File: src/rtl/ctrl_pkg.sv
// Shared encodings and the EX control bundle for the ID control stage.
package ctrl_pkg;

    localparam logic [6:0] OP_R      = 7'b0110011;
    localparam logic [6:0] OP_I      = 7'b0010011;
    localparam logic [6:0] OP_LOAD   = 7'b0000011;
    localparam logic [6:0] OP_STORE  = 7'b0100011;
    localparam logic [6:0] OP_BRANCH = 7'b1100011;
    localparam logic [6:0] OP_JAL    = 7'b1101111;
    localparam logic [6:0] OP_JALR   = 7'b1100111;

    localparam logic [1:0] ALU_R   = 2'b00;
    localparam logic [1:0] ALU_I   = 2'b01;
    localparam logic [1:0] ALU_MEM = 2'b10;
    localparam logic [1:0] ALU_JMP = 2'b11;

    localparam logic [6:0] FUNCT7_MULDIV = 7'b0000001;

    typedef enum logic {
        RUN     = 1'b0,
        MD_BUSY = 1'b1
    } state_e;

    typedef struct packed {
        logic       valid;
        logic       jalr;
        logic       jal;
        logic       branch;
        logic       memread;
        logic       memtoreg;
        logic       memwrite;
        logic       alusrc;
        logic       regwrite;
        logic       muldiv;
        logic       illegal;
        logic [1:0] aluop;
        logic [4:0] rd;
    } ctrl_t;

    localparam ctrl_t CTRL_BUBBLE = '0;

    function automatic int unsigned max_u(input int unsigned a, input int unsigned b);
        return (a > b) ? a : b;
    endfunction

endpackage

File: src/rtl/ctrl_main_dec.sv
// Combinational main decoder: opcode/funct7 to EX control bundle and source-register usage.
module ctrl_main_dec
    import ctrl_pkg::*;
#(
    parameter bit EN_MULDIV = 1'b1
) (
    input  logic [6:0] opcode,
    input  logic [6:0] funct7,
    input  logic [4:0] rd,
    output ctrl_t      ctrl,
    output logic       rs1_used,
    output logic       rs2_used
);

    logic illegal;

    always_comb begin
        ctrl     = CTRL_BUBBLE;
        illegal  = 1'b0;
        rs1_used = (opcode != OP_JAL);
        rs2_used = 1'b0;
        ctrl.valid = 1'b1;
        ctrl.rd    = rd;
        unique case (opcode)
            OP_R: begin
                ctrl.regwrite = 1'b1;
                ctrl.aluop    = ALU_R;
                rs2_used      = 1'b1;
                if (funct7 == FUNCT7_MULDIV) begin
                    if (EN_MULDIV) ctrl.muldiv = 1'b1;
                    else           illegal     = 1'b1;
                end
            end
            OP_I: begin
                ctrl.alusrc   = 1'b1;
                ctrl.regwrite = 1'b1;
                ctrl.aluop    = ALU_I;
            end
            OP_LOAD: begin
                ctrl.memread  = 1'b1;
                ctrl.memtoreg = 1'b1;
                ctrl.alusrc   = 1'b1;
                ctrl.regwrite = 1'b1;
                ctrl.aluop    = ALU_MEM;
            end
            OP_STORE: begin
                ctrl.memwrite = 1'b1;
                ctrl.alusrc   = 1'b1;
                ctrl.aluop    = ALU_MEM;
                rs2_used      = 1'b1;
            end
            OP_BRANCH: begin
                ctrl.branch = 1'b1;
                ctrl.aluop  = ALU_R;
                rs2_used    = 1'b1;
            end
            OP_JAL: begin
                ctrl.jal      = 1'b1;
                ctrl.regwrite = 1'b1;
                ctrl.aluop    = ALU_JMP;
            end
            OP_JALR: begin
                ctrl.jalr     = 1'b1;
                ctrl.alusrc   = 1'b1;
                ctrl.regwrite = 1'b1;
                ctrl.aluop    = ALU_JMP;
            end
            default: illegal = 1'b1;
        endcase
        // Illegal encodings travel as a valid op with every control (and rd) cleared.
        if (illegal) begin
            ctrl         = CTRL_BUBBLE;
            ctrl.valid   = 1'b1;
            ctrl.illegal = 1'b1;
        end
    end

endmodule

File: src/rtl/id_ctrl_stage.sv
// ID control stage: registers the decoded bundle into EX, detects load-use hazards
// and sequences multi-cycle MUL/DIV occupancy of EX.
module id_ctrl_stage
    import ctrl_pkg::*;
#(
    parameter bit          EN_MULDIV = 1'b1,
    parameter int unsigned MUL_LAT   = 3,
    parameter int unsigned DIV_LAT   = 32
) (
    input  logic       clk,
    input  logic       rst_n,
    input  logic       dcache_stall,
    input  logic       ex_redirect,
    input  logic       id_valid,
    input  logic [6:0] id_opcode,
    input  logic [2:0] id_funct3,
    input  logic [6:0] id_funct7,
    input  logic [4:0] id_rs1,
    input  logic [4:0] id_rs2,
    input  logic [4:0] id_rd,
    output logic       ex_valid,
    output logic       ex_jalr,
    output logic       ex_jal,
    output logic       ex_branch,
    output logic       ex_memread,
    output logic       ex_memtoreg,
    output logic       ex_memwrite,
    output logic       ex_alusrc,
    output logic       ex_regwrite,
    output logic       ex_muldiv,
    output logic       ex_illegal,
    output logic [1:0] ex_aluop,
    output logic [4:0] ex_rd,
    output logic       ex_hold,
    output logic       if_id_stall,
    output logic       if_flush_req
);

    localparam int unsigned CNT_W = $clog2(max_u(MUL_LAT, DIV_LAT) + 1);
    localparam logic [CNT_W-1:0] MUL_INIT = CNT_W'(MUL_LAT - 1);
    localparam logic [CNT_W-1:0] DIV_INIT = CNT_W'(DIV_LAT - 1);

    ctrl_t            dec;
    logic             rs1_used;
    logic             rs2_used;
    logic             load_use;
    ctrl_t            ex_d, ex_q;
    state_e           state_d, state_q;
    logic [CNT_W-1:0] cnt_d, cnt_q;
    logic             unused_funct3;

    assign unused_funct3 = ^id_funct3[1:0];

    ctrl_main_dec #(
        .EN_MULDIV(EN_MULDIV)
    ) u_main_dec (
        .opcode   (id_opcode),
        .funct7   (id_funct7),
        .rd       (id_rd),
        .ctrl     (dec),
        .rs1_used (rs1_used),
        .rs2_used (rs2_used)
    );

    assign load_use = id_valid && ex_q.valid && ex_q.memread && (ex_q.rd != '0) &&
                      ((rs1_used && (ex_q.rd == id_rs1)) || (rs2_used && (ex_q.rd == id_rs2)));

    always_comb begin
        ex_d         = ex_q;
        state_d      = state_q;
        cnt_d        = cnt_q;
        if_id_stall  = 1'b0;
        if_flush_req = 1'b0;
        if (dcache_stall) begin
            if_id_stall = 1'b1;
        end else if (ex_redirect) begin
            ex_d    = CTRL_BUBBLE;
            state_d = RUN;
            cnt_d   = '0;
        end else if (state_q == MD_BUSY) begin
            cnt_d       = cnt_q - CNT_W'(1);
            if_id_stall = 1'b1;
            if (cnt_q == CNT_W'(1)) state_d = RUN;
        end else if (load_use) begin
            ex_d        = CTRL_BUBBLE;
            if_id_stall = 1'b1;
        end else if (id_valid) begin
            ex_d         = dec;
            if_flush_req = dec.jal || dec.jalr;
            // cnt holds the remaining hold cycles; a latency of 1 never leaves RUN.
            if (dec.muldiv) begin
                cnt_d = id_funct3[2] ? DIV_INIT : MUL_INIT;
                if (cnt_d != '0) state_d = MD_BUSY;
            end
        end else begin
            ex_d = CTRL_BUBBLE;
        end
    end

    always_ff @(posedge clk or negedge rst_n) begin
        if (!rst_n) begin
            ex_q    <= CTRL_BUBBLE;
            state_q <= RUN;
            cnt_q   <= '0;
        end else begin
            ex_q    <= ex_d;
            state_q <= state_d;
            cnt_q   <= cnt_d;
        end
    end

    assign ex_valid    = ex_q.valid;
    assign ex_jalr     = ex_q.jalr;
    assign ex_jal      = ex_q.jal;
    assign ex_branch   = ex_q.branch;
    assign ex_memread  = ex_q.memread;
    assign ex_memtoreg = ex_q.memtoreg;
    assign ex_memwrite = ex_q.memwrite;
    assign ex_alusrc   = ex_q.alusrc;
    assign ex_regwrite = ex_q.regwrite;
    assign ex_muldiv   = ex_q.muldiv;
    assign ex_illegal  = ex_q.illegal;
    assign ex_aluop    = ex_q.aluop;
    assign ex_rd       = ex_q.rd;
    assign ex_hold     = (state_q == MD_BUSY);

endmodule

File: config.mk
export PLATFORM = sky130hd
export DESIGN_NAME = id_ctrl_stage
export DESIGN_NICKNAME = d
export VERILOG_FILES = /design/src/rtl/ctrl_pkg.sv /design/src/rtl/ctrl_main_dec.sv /design/src/rtl/id_ctrl_stage.sv
export SDC_FILE = /design/constraint.sdc
export NUM_CORES = 1
export LEC_CHECK = 0
export BUFFER_PORTS_ARGS = -buffer_cell sky130_fd_sc_hd__buf_2
export CORE_UTILIZATION = 47
export DETAILED_ROUTE_END_ITERATION = 10
export GPL_TIMING_DRIVEN = 0
export PLACE_DENSITY = 0.79
export SLEW_MARGIN = 5
export SYNTH_ARGS = -nofsm -noshare
export SYNTH_HDL_FRONTEND = slang
export SYNTH_SLANG_ARGS = --single-unit
File: constraint.sdc
create_clock -name clk -period 2.9 [get_ports clk]
set_input_delay 0.58 -clock clk [delete_from_list [all_inputs] [get_ports clk]]
set_output_delay 0.58 -clock clk [all_outputs]
set_load 0.05 [all_outputs]
==> metrics.log, run 1 <==
[metrics] outcome: finished clean
[metrics] ratio of final minimum period to clock period: 0.976
[metrics] Skew-Pair Late Insertion Delay: ~0.32 ns
[metrics] distinct cell type count after synthesis: 38
[metrics] violation count after the first detailed-routing iteration: 30
[metrics] internal power component: roughly 0.00044 W
[metrics] number of standard cells after synthesis: around 150
[metrics] share of total power in the clock network: 0.239
[metrics] Net count, final: between 200 and 250
[metrics] maximum buffer depth of the clock tree: 2
[metrics] post-synth top area share: 0.438
[metrics] maximum capacitance violations: 0
[metrics] sequential element share of the synthesized area: 0.438
[metrics] initial antenna violation count: 0
[metrics] Critical Path RT: 2.32 ns
[metrics] Placer Congestion: between 0.8 and 0.9
[metrics] CTS HTree Levels: 1
[metrics] RSZ-0062 raised after global routing: yes
[metrics] Startpoint Class: flop
[metrics] average size of a mapped cell: a little over 9 sq um
[metrics] core occupancy in the finished layout: 0.647
[metrics] area added between synthesis and finish: 30.0%
[metrics] maximum fanout along the worst path: 5
[metrics] cell depth of the worst flop-to-flop path: 8
[metrics] number of global-route vias before repair: 1,328
[metrics] wire length of the first global-routing pass: between 5000 and 6000 microns
[metrics] vias per cell: 5.60
[metrics] Worst VDD drop: between 0.2 and 0.3 mV
[metrics] mean routed wirelength per cell: roughly 15 microns
[metrics] Layout fillers: 225
[metrics] area of the die: ~3100 sq um
[metrics] FF-to-FF Start: ex_rd[1]$_DFFE_PN0P_
[metrics] FF+latch count, synth: 24
[metrics] worst reg2reg path endpoint: cnt_q[3]$_DFFE_PN0P_
[metrics] actual slew at the worst max-slew pin: ~0.90 ns
[metrics] num rows: 19
[metrics] TritonCTS clock tree: done
[metrics] final setup fails: 0
[metrics] clock sink total: 24
[metrics] final setup skew: slightly above 0.009 ns
[metrics] number of clock buffers inserted by TritonCTS: 3
[metrics] worst path arrival time: between 2 and 2.5 ns
[metrics] CTS Root Cell: clkbuf_4
[metrics] Net Count, Synth: 186
[metrics] vias post-DR: 1,333
[metrics] critical setup path kind: flop to output pin
[metrics] power spent charging and discharging nets: ~0.00019 W
[metrics] Final Hold Vio Count: 0
[metrics] Critical Path End Type: output pin
[metrics] clock transition at the register clock pins on the worst setup and hold paths after CTS: about 0.13 ns
[metrics] multi-input combinational cell area: around 750 sq um
[metrics] cell type with the largest total area after synthesis: dfrtp_1
[metrics] Residual DRC: 0
[metrics] leading cell types by count after synthesis: dfrtp_1, nand2_1, o21ai_0, inv_1, nor2_1
[metrics] number of detailed-routing iterations run before antenna repair: 4
[metrics] count of flip-flops with a built-in enable after synthesis: 0
[metrics] Leakage: ~0.93 nW
[metrics] IO Port Bufs: 54
[metrics] maximum number of pins on one net before global-route repair: 25
[metrics] ranking of synthesized cells by area: dfrtp_1, nand2_1, a32o_1
[metrics] starting utilization of the core area: 0.497
[metrics] I/O Pins: 58
[metrics] tightest slew margin relative to the limit: 0.393
[metrics] number of nets with antenna violations after detailed routing: 0
[metrics] async set-reset flop share out of synthesis: 1.00
[metrics] area of the core: roughly 2800 sq um
[metrics] number of hold buffers added after CTS: 0
[metrics] share of total power consumed by net switching: 0.299
[metrics] sum of negative setup slack: 0 ns
[metrics] share of power burned in registers: 0.565
[metrics] Final Routed Wirelength: 3530 microns
[metrics] # diodes: 0
[metrics] Yosys warning count: 0
[metrics] FF/Latch Area: 602 sq um
[metrics] top-count cell post-synth: dfrtp_1
[metrics] reg2reg setup slack: roughly 0.6 ns
[metrics] total congestion overflow after global routing: 0
[metrics] count of final max-slew check failures: 0
[metrics] GRT Total Usage: 0.243
[metrics] netlist area before placement: about 1400 sq um
[metrics] detailed-placement wirelength estimate: 2650 microns
[metrics] width of the die: approximately 56 microns
[metrics] f_max: 353 MHz
[metrics] time the final worst path needs with I/O delays and setup: 2.83 ns
[metrics] Power per Cell Area: about 350 nW/um^2
[metrics] Die H: roughly 56 microns
[metrics] Most used DFF post-synth: dfrtp_1
[metrics] combinational fraction of design power: 0.197
[metrics] fraction of layout instances using a drive strength above 1: 0.362
[metrics] Hold WC Path Type: primary input to asynchronous set/reset pin
per-layer routing:
layer  up-vias  track usage  routed length (microns)
met5         -            0                        0
met3         7       0.0302                      152
met1       621        0.340                     1650
li1        661            -                        -
met2        44        0.393                     1670
met4         0       0.0801                       55
sequential cells by signal, indices dropped and copies added (netlist names):
register,cells
ex_hold,1
ex_regwrite,1
cnt_q,6
ex_valid,1
ex_branch,1
ex_jal,1
ex_rd,5
ex_memread,1
ex_muldiv,1
ex_aluop,2
ex_memwrite,1
ex_jalr,1
ex_illegal,1
ex_alusrc,1
metrics by stage:
step                hold WS, ns  instances  total power [W]  area (sq um)  worst slack, ns
global placement          0.449        232         0.000473          1700           -0.176
finish                    0.218        238         0.000627          1780           0.0691
floorplan                 0.284        147         0.000425          1390            0.131
detailed placement        0.463        232         0.000478          1700           -0.163
global route              0.256        238         0.000664          1780          -0.0228
CTS                       0.240        235         0.000621          1730           0.0182
placed cells by master (no fill, tap or decap), drive strengths merged, types with 3 or more instances in the layout:
master	n
buf	61
dfrtp	24
nand2	21
o21ai	9
inv	8
nor2	8
xor2	7
a32o	7
a21oi	6
nor3	6
clkbuf	5
nand4	4
a31oi	4
xnor2	3
nor2b	3
a22o	3
nor4	3
cell families (layout without fill, tap and decap cells):
logic type	after synthesis	after routing	synth area share
AOI/OAI and AO/OA	40	40	0.220
buffers and inverters	14	74	0.0420
adders and majority gates	2	2	0.0182
xor gates and xnor gates	10	10	0.0639
DFF	24	24	0.438
and+or+nand+nor	57	57	0.218
area by class of cell:
class                           count  area share
Clock buffer                        3      0.0126
Sequential cell                    24       0.338
Buffer                              4      0.0119
Inverter                            8      0.0168
Tap cell                           31      0.0218
Multi-Input combinational cell    109       0.420
Timing Repair Buffer               59       0.180
how the worst max path moves through the flow:
stage,start,cells past startpoint,slack [ns],endpoint
3_3_place_gp,ex_redirect,7,-0.18,if_id_stall
3_5_place_dp,ex_redirect,7,-0.16,if_id_stall
5_1_grt,ex_rd[1]$_DFFE_PN0P_,6,-0.02,if_flush_req
2_1_floorplan,ex_rd[1]$_DFFE_PN0P_,5,0.13,if_flush_req
6_report,ex_rd[1]$_DFFE_PN0P_,7,0.07,if_id_stall
4_1_cts,ex_rd[1]$_DFFE_PN0P_,6,0.02,if_flush_req
power by group through the flow:
stage | clock [W] | combinational, W | sequential, W
floorplan | 0 | 0.0000551 | 0.000370
global placement | 0 | 0.000114 | 0.000360
detailed placement | 0 | 0.000118 | 0.000360
CTS | 0.000150 | 0.000117 | 0.000354
global route | 0.000170 | 0.000138 | 0.000356
finish | 0.000150 | 0.000123 | 0.000354
timing repair:
action | 4_1_cts | 5_1_grt
gates resized for setup | 2 | 8
pin swaps | 0 | 2
buffers inserted | 1 | 4
setup endpoints to repair | 2 | 2
worst max-delay path, cell delays in order (launching register included):
cell and delay [ns]:
dfrtp_2 0.46, buf_4 0.15, xor2_1 0.14, or4_1 0.50, a21o_1 0.22, buf_4 0.17, o21bai_2 0.12, buf_6 0.18
Power figures use the tool's default switching activity.
==> inputs of run 2 (changes only) <==
--- a/config.mk
+++ b/config.mk
@@ -5,7 +5,7 @@
 export SDC_FILE = /design/constraint.sdc
 export NUM_CORES = 1
 export LEC_CHECK = 0
-export BUFFER_PORTS_ARGS = -buffer_cell sky130_fd_sc_hd__buf_2
+export BUFFER_PORTS_ARGS = -buffer_cell sky130_fd_sc_hd__buf_4
 export CORE_UTILIZATION = 47
 export DETAILED_ROUTE_END_ITERATION = 10
 export GPL_TIMING_DRIVEN = 0
==> run 2 against run 1 <==
Against the previous run:
- highest routed layer unchanged
- worst setup slack gained 0.0079 ns
- die area is the same
- wire length grew 2.5%
- global-route usage grew 0.38 points
- critical path depth grew 1
- non-clock buffer count shrank 4
- register-to-register slack gained 0.09 ns
==> metrics.log, run 2 (synthesis results as in run 1) <==
[metrics] outcome: finished clean (unchanged)
[metrics] Final Hold Vio Count: 0 (unchanged)
[metrics] number of clock buffers inserted by TritonCTS: 3 (unchanged)
[metrics] number of hold buffers added after CTS: 0 (unchanged)
[metrics] fraction of layout instances using a drive strength above 1: 0.335 (was 0.362)
[metrics] Worst VDD drop: 0.248 mV (was 0.274 mV)
[metrics] time the final worst path needs with I/O delays and setup: 2.82 ns (was 2.83 ns)
[metrics] area of the core: 2760 sq um (unchanged)
[metrics] count of final max-slew check failures: 0 (unchanged)
[metrics] Die H: 56.0 microns (unchanged)
[metrics] GRT Total Usage: 0.247 (was 0.243)
[metrics] Critical Path End Type: output pin (unchanged)
[metrics] reg2reg setup slack: 0.69 ns (was 0.60 ns)
[metrics] starting utilization of the core area: 0.497 (unchanged)
[metrics] combinational fraction of design power: 0.212 (was 0.197)
[metrics] area of the die: 3140 sq um (unchanged)
[metrics] I/O Pins: 58 (unchanged)
[metrics] CTS Root Cell: clkbuf_4 (unchanged)
[metrics] critical setup path kind: primary input to output pin (was flop to output pin)
[metrics] final setup fails: 0 (unchanged)
[metrics] internal power component: 0.000451 W (was 0.000439 W)
[metrics] core occupancy in the finished layout: 0.674 (was 0.647)
[metrics] power spent charging and discharging nets: 0.000182 W (was 0.000188 W)
[metrics] most frequent cells in the layout: buf_4, dfrtp_1, nand2_1 (was buf_2, dfrtp_1, nand2_1)
[metrics] Startpoint Class: primary input (was flop)
[metrics] Residual DRC: 0 (unchanged)
[metrics] f_max: 354 MHz (was 353 MHz)
[metrics] width of the die: 56.0 microns (unchanged)
[metrics] ratio of final minimum period to clock period: 0.973 (was 0.976)
[metrics] clock sink total: 24 (unchanged)
[metrics] vias post-DR: 1,351 (was 1,333)
[metrics] mean routed wirelength per cell: 15.4 microns (was 14.8 microns)
[metrics] vias per cell: 5.77 (was 5.60)
[metrics] Skew-Pair Late Insertion Delay: 0.31 ns (was 0.32 ns)
[metrics] # diodes: 0 (unchanged)
[metrics] worst path arrival time: 2.24 ns (was 2.25 ns)
[metrics] TritonCTS clock tree: done (unchanged)
[metrics] clock transition at the register clock pins on the worst setup and hold paths after CTS: 0.12 ns (was 0.13 ns)
[metrics] Leakage: 0.942 nW (was 0.934 nW)
[metrics] tightest slew margin relative to the limit: 0.378 (was 0.393)
[metrics] final setup skew: 0.00270 ns (was 0.00907 ns)
[metrics] Final Routed Wirelength: 3620 microns (was 3530 microns)
[metrics] maximum fanout along the worst path: 6 (was 5)
[metrics] Largest register FFs: 6 (unchanged)
[metrics] detailed-placement wirelength estimate: 2770 microns (was 2650 microns)
[metrics] violation count after the first detailed-routing iteration: 50 (was 30)
[metrics] area added between synthesis and finish: 35.5% (was 30.0%)
[metrics] maximum buffer depth of the clock tree: 2 (unchanged)
[metrics] share of total power in the clock network: 0.228 (was 0.239)
[metrics] CTS HTree Levels: 1 (unchanged)
[metrics] share of total power consumed by net switching: 0.287 (was 0.299)
[metrics] post-layout power: 0.000633 W (was 0.000627 W)
[metrics] register with the highest flop count: cnt_q (unchanged)
[metrics] Layout fillers: 222 (was 225)
[metrics] cell area reported after detailed placement: 1830 sq um (was 1700 sq um)
[metrics] num rows: 19 (unchanged)
[metrics] IO Port Bufs: 54 (unchanged)
[metrics] Critical Path RT: 2.32 ns (about the same)
[metrics] actual slew at the worst max-slew pin: 0.924 ns (was 0.903 ns)
[metrics] Hold WC Path Type: primary input to asynchronous set/reset pin (unchanged)
[metrics] number of detailed-routing iterations run before antenna repair: 4 (unchanged)
[metrics] maximum number of pins on one net before global-route repair: 25 (unchanged)
[metrics] Net count, final: 244 (was 248)
[metrics] initial antenna violation count: 0 (unchanged)
[metrics] wire length of the first global-routing pass: 6140 microns (was 6000 microns)
[metrics] share of power burned in registers: 0.560 (was 0.565)
[metrics] Power per Cell Area: 340 nW/um^2 (was 352 nW/um^2)
[metrics] RSZ-0062 raised after global routing: yes (unchanged)
[metrics] total congestion overflow after global routing: 0 (unchanged)
[metrics] area of all placed cells without fillers: 1860 sq um (was 1780 sq um)
[metrics] Placer Congestion: 0.841 (was 0.851)
[metrics] number of global-route vias before repair: 1,337 (was 1,328)
[metrics] maximum capacitance violations: 0 (unchanged)
[metrics] number of nets with antenna violations after detailed routing: 0 (unchanged)
[metrics] most frequent standard cell in the layout excluding fill and tap cells: buf_4 (was buf_2)
[run 2: metal layers]
layer | GRT usage | share of wire
met3 | 0.0349 | 0.051
met1 | 0.338 | 0.44
met4 | 0.0871 | 0.013
met5 | 0 | 0
met2 | 0.401 | 0.49
[run 2: critical path, stage by stage]
cell and delay (ns):
buf_4 0.13, or2b_2 0.24, nor3_1 0.07, or4_1 0.53, a21o_1 0.22, buf_4 0.16
o21bai_2 0.10, buf_4 0.21
[run 2: layout make-up]
cell class	count	area (sq um)	area share
Clock buffer	3	22.5	0.0121
Tap cell	31	38.8	0.0209
Timing Repair Buffer	55	417	0.224
Inverter	8	30.0	0.0162
Multi-Input combinational cell	109	728	0.392
Sequential cell	24	601	0.323
Buffer	4	21.3	0.0114
[run 2: final timing paths]
| check | from | end | cells past startpoint |
|---|---|---|---|
| setup / recovery | id_opcode[5] | if_id_stall | 8 |
| hold / removal | rst_n | cnt_q[3]$_DFFE_PN0P_ | 1 |
| setup reg to reg | ex_rd[1]$_DFFE_PN0P_ | cnt_q[2]$_DFFE_PN0P_ | 7 |
| hold reg to reg | ex_muldiv$_DFFE_PN0P_ | ex_muldiv$_DFFE_PN0P_ | 2 |
| max in group asynchronous | rst_n | ex_rd[4]$_DFFE_PN0P_ | 1 |
| min in group clk | ex_muldiv$_DFFE_PN0P_ | ex_muldiv$_DFFE_PN0P_ | 2 |
[run 2: metrics by stage]
step	std cells	worst slack (ns)	hold WS (ns)	TNS, ns
2_1_floorplan	147	0.131	0.284	0
6_report	234	0.0770	0.143	0
5_1_grt	234	-0.00906	0.155	-0.00906
3_3_place_gp	232	-0.119	0.454	-0.119
3_5_place_dp	232	-0.129	0.465	-0.129
4_1_cts	235	0.0647	0.146	0
[run 2: repair_timing]
item / CTS / global route
setup endpoints to repair: 2 / 2
buffers inserted: 1 / 0
resized for setup: 1 / 1
[run 2: power by group through the flow]
stage / clock (W) / sequential (W) / combinational, W
2_1_floorplan: 0 / 0.000370 / 0.0000551
3_3_place_gp: 0 / 0.000360 / 0.000129
3_5_place_dp: 0 / 0.000360 / 0.000133
4_1_cts: 0.000148 / 0.000354 / 0.000134
5_1_grt: 0.000161 / 0.000355 / 0.000147
6_report: 0.000144 / 0.000354 / 0.000134
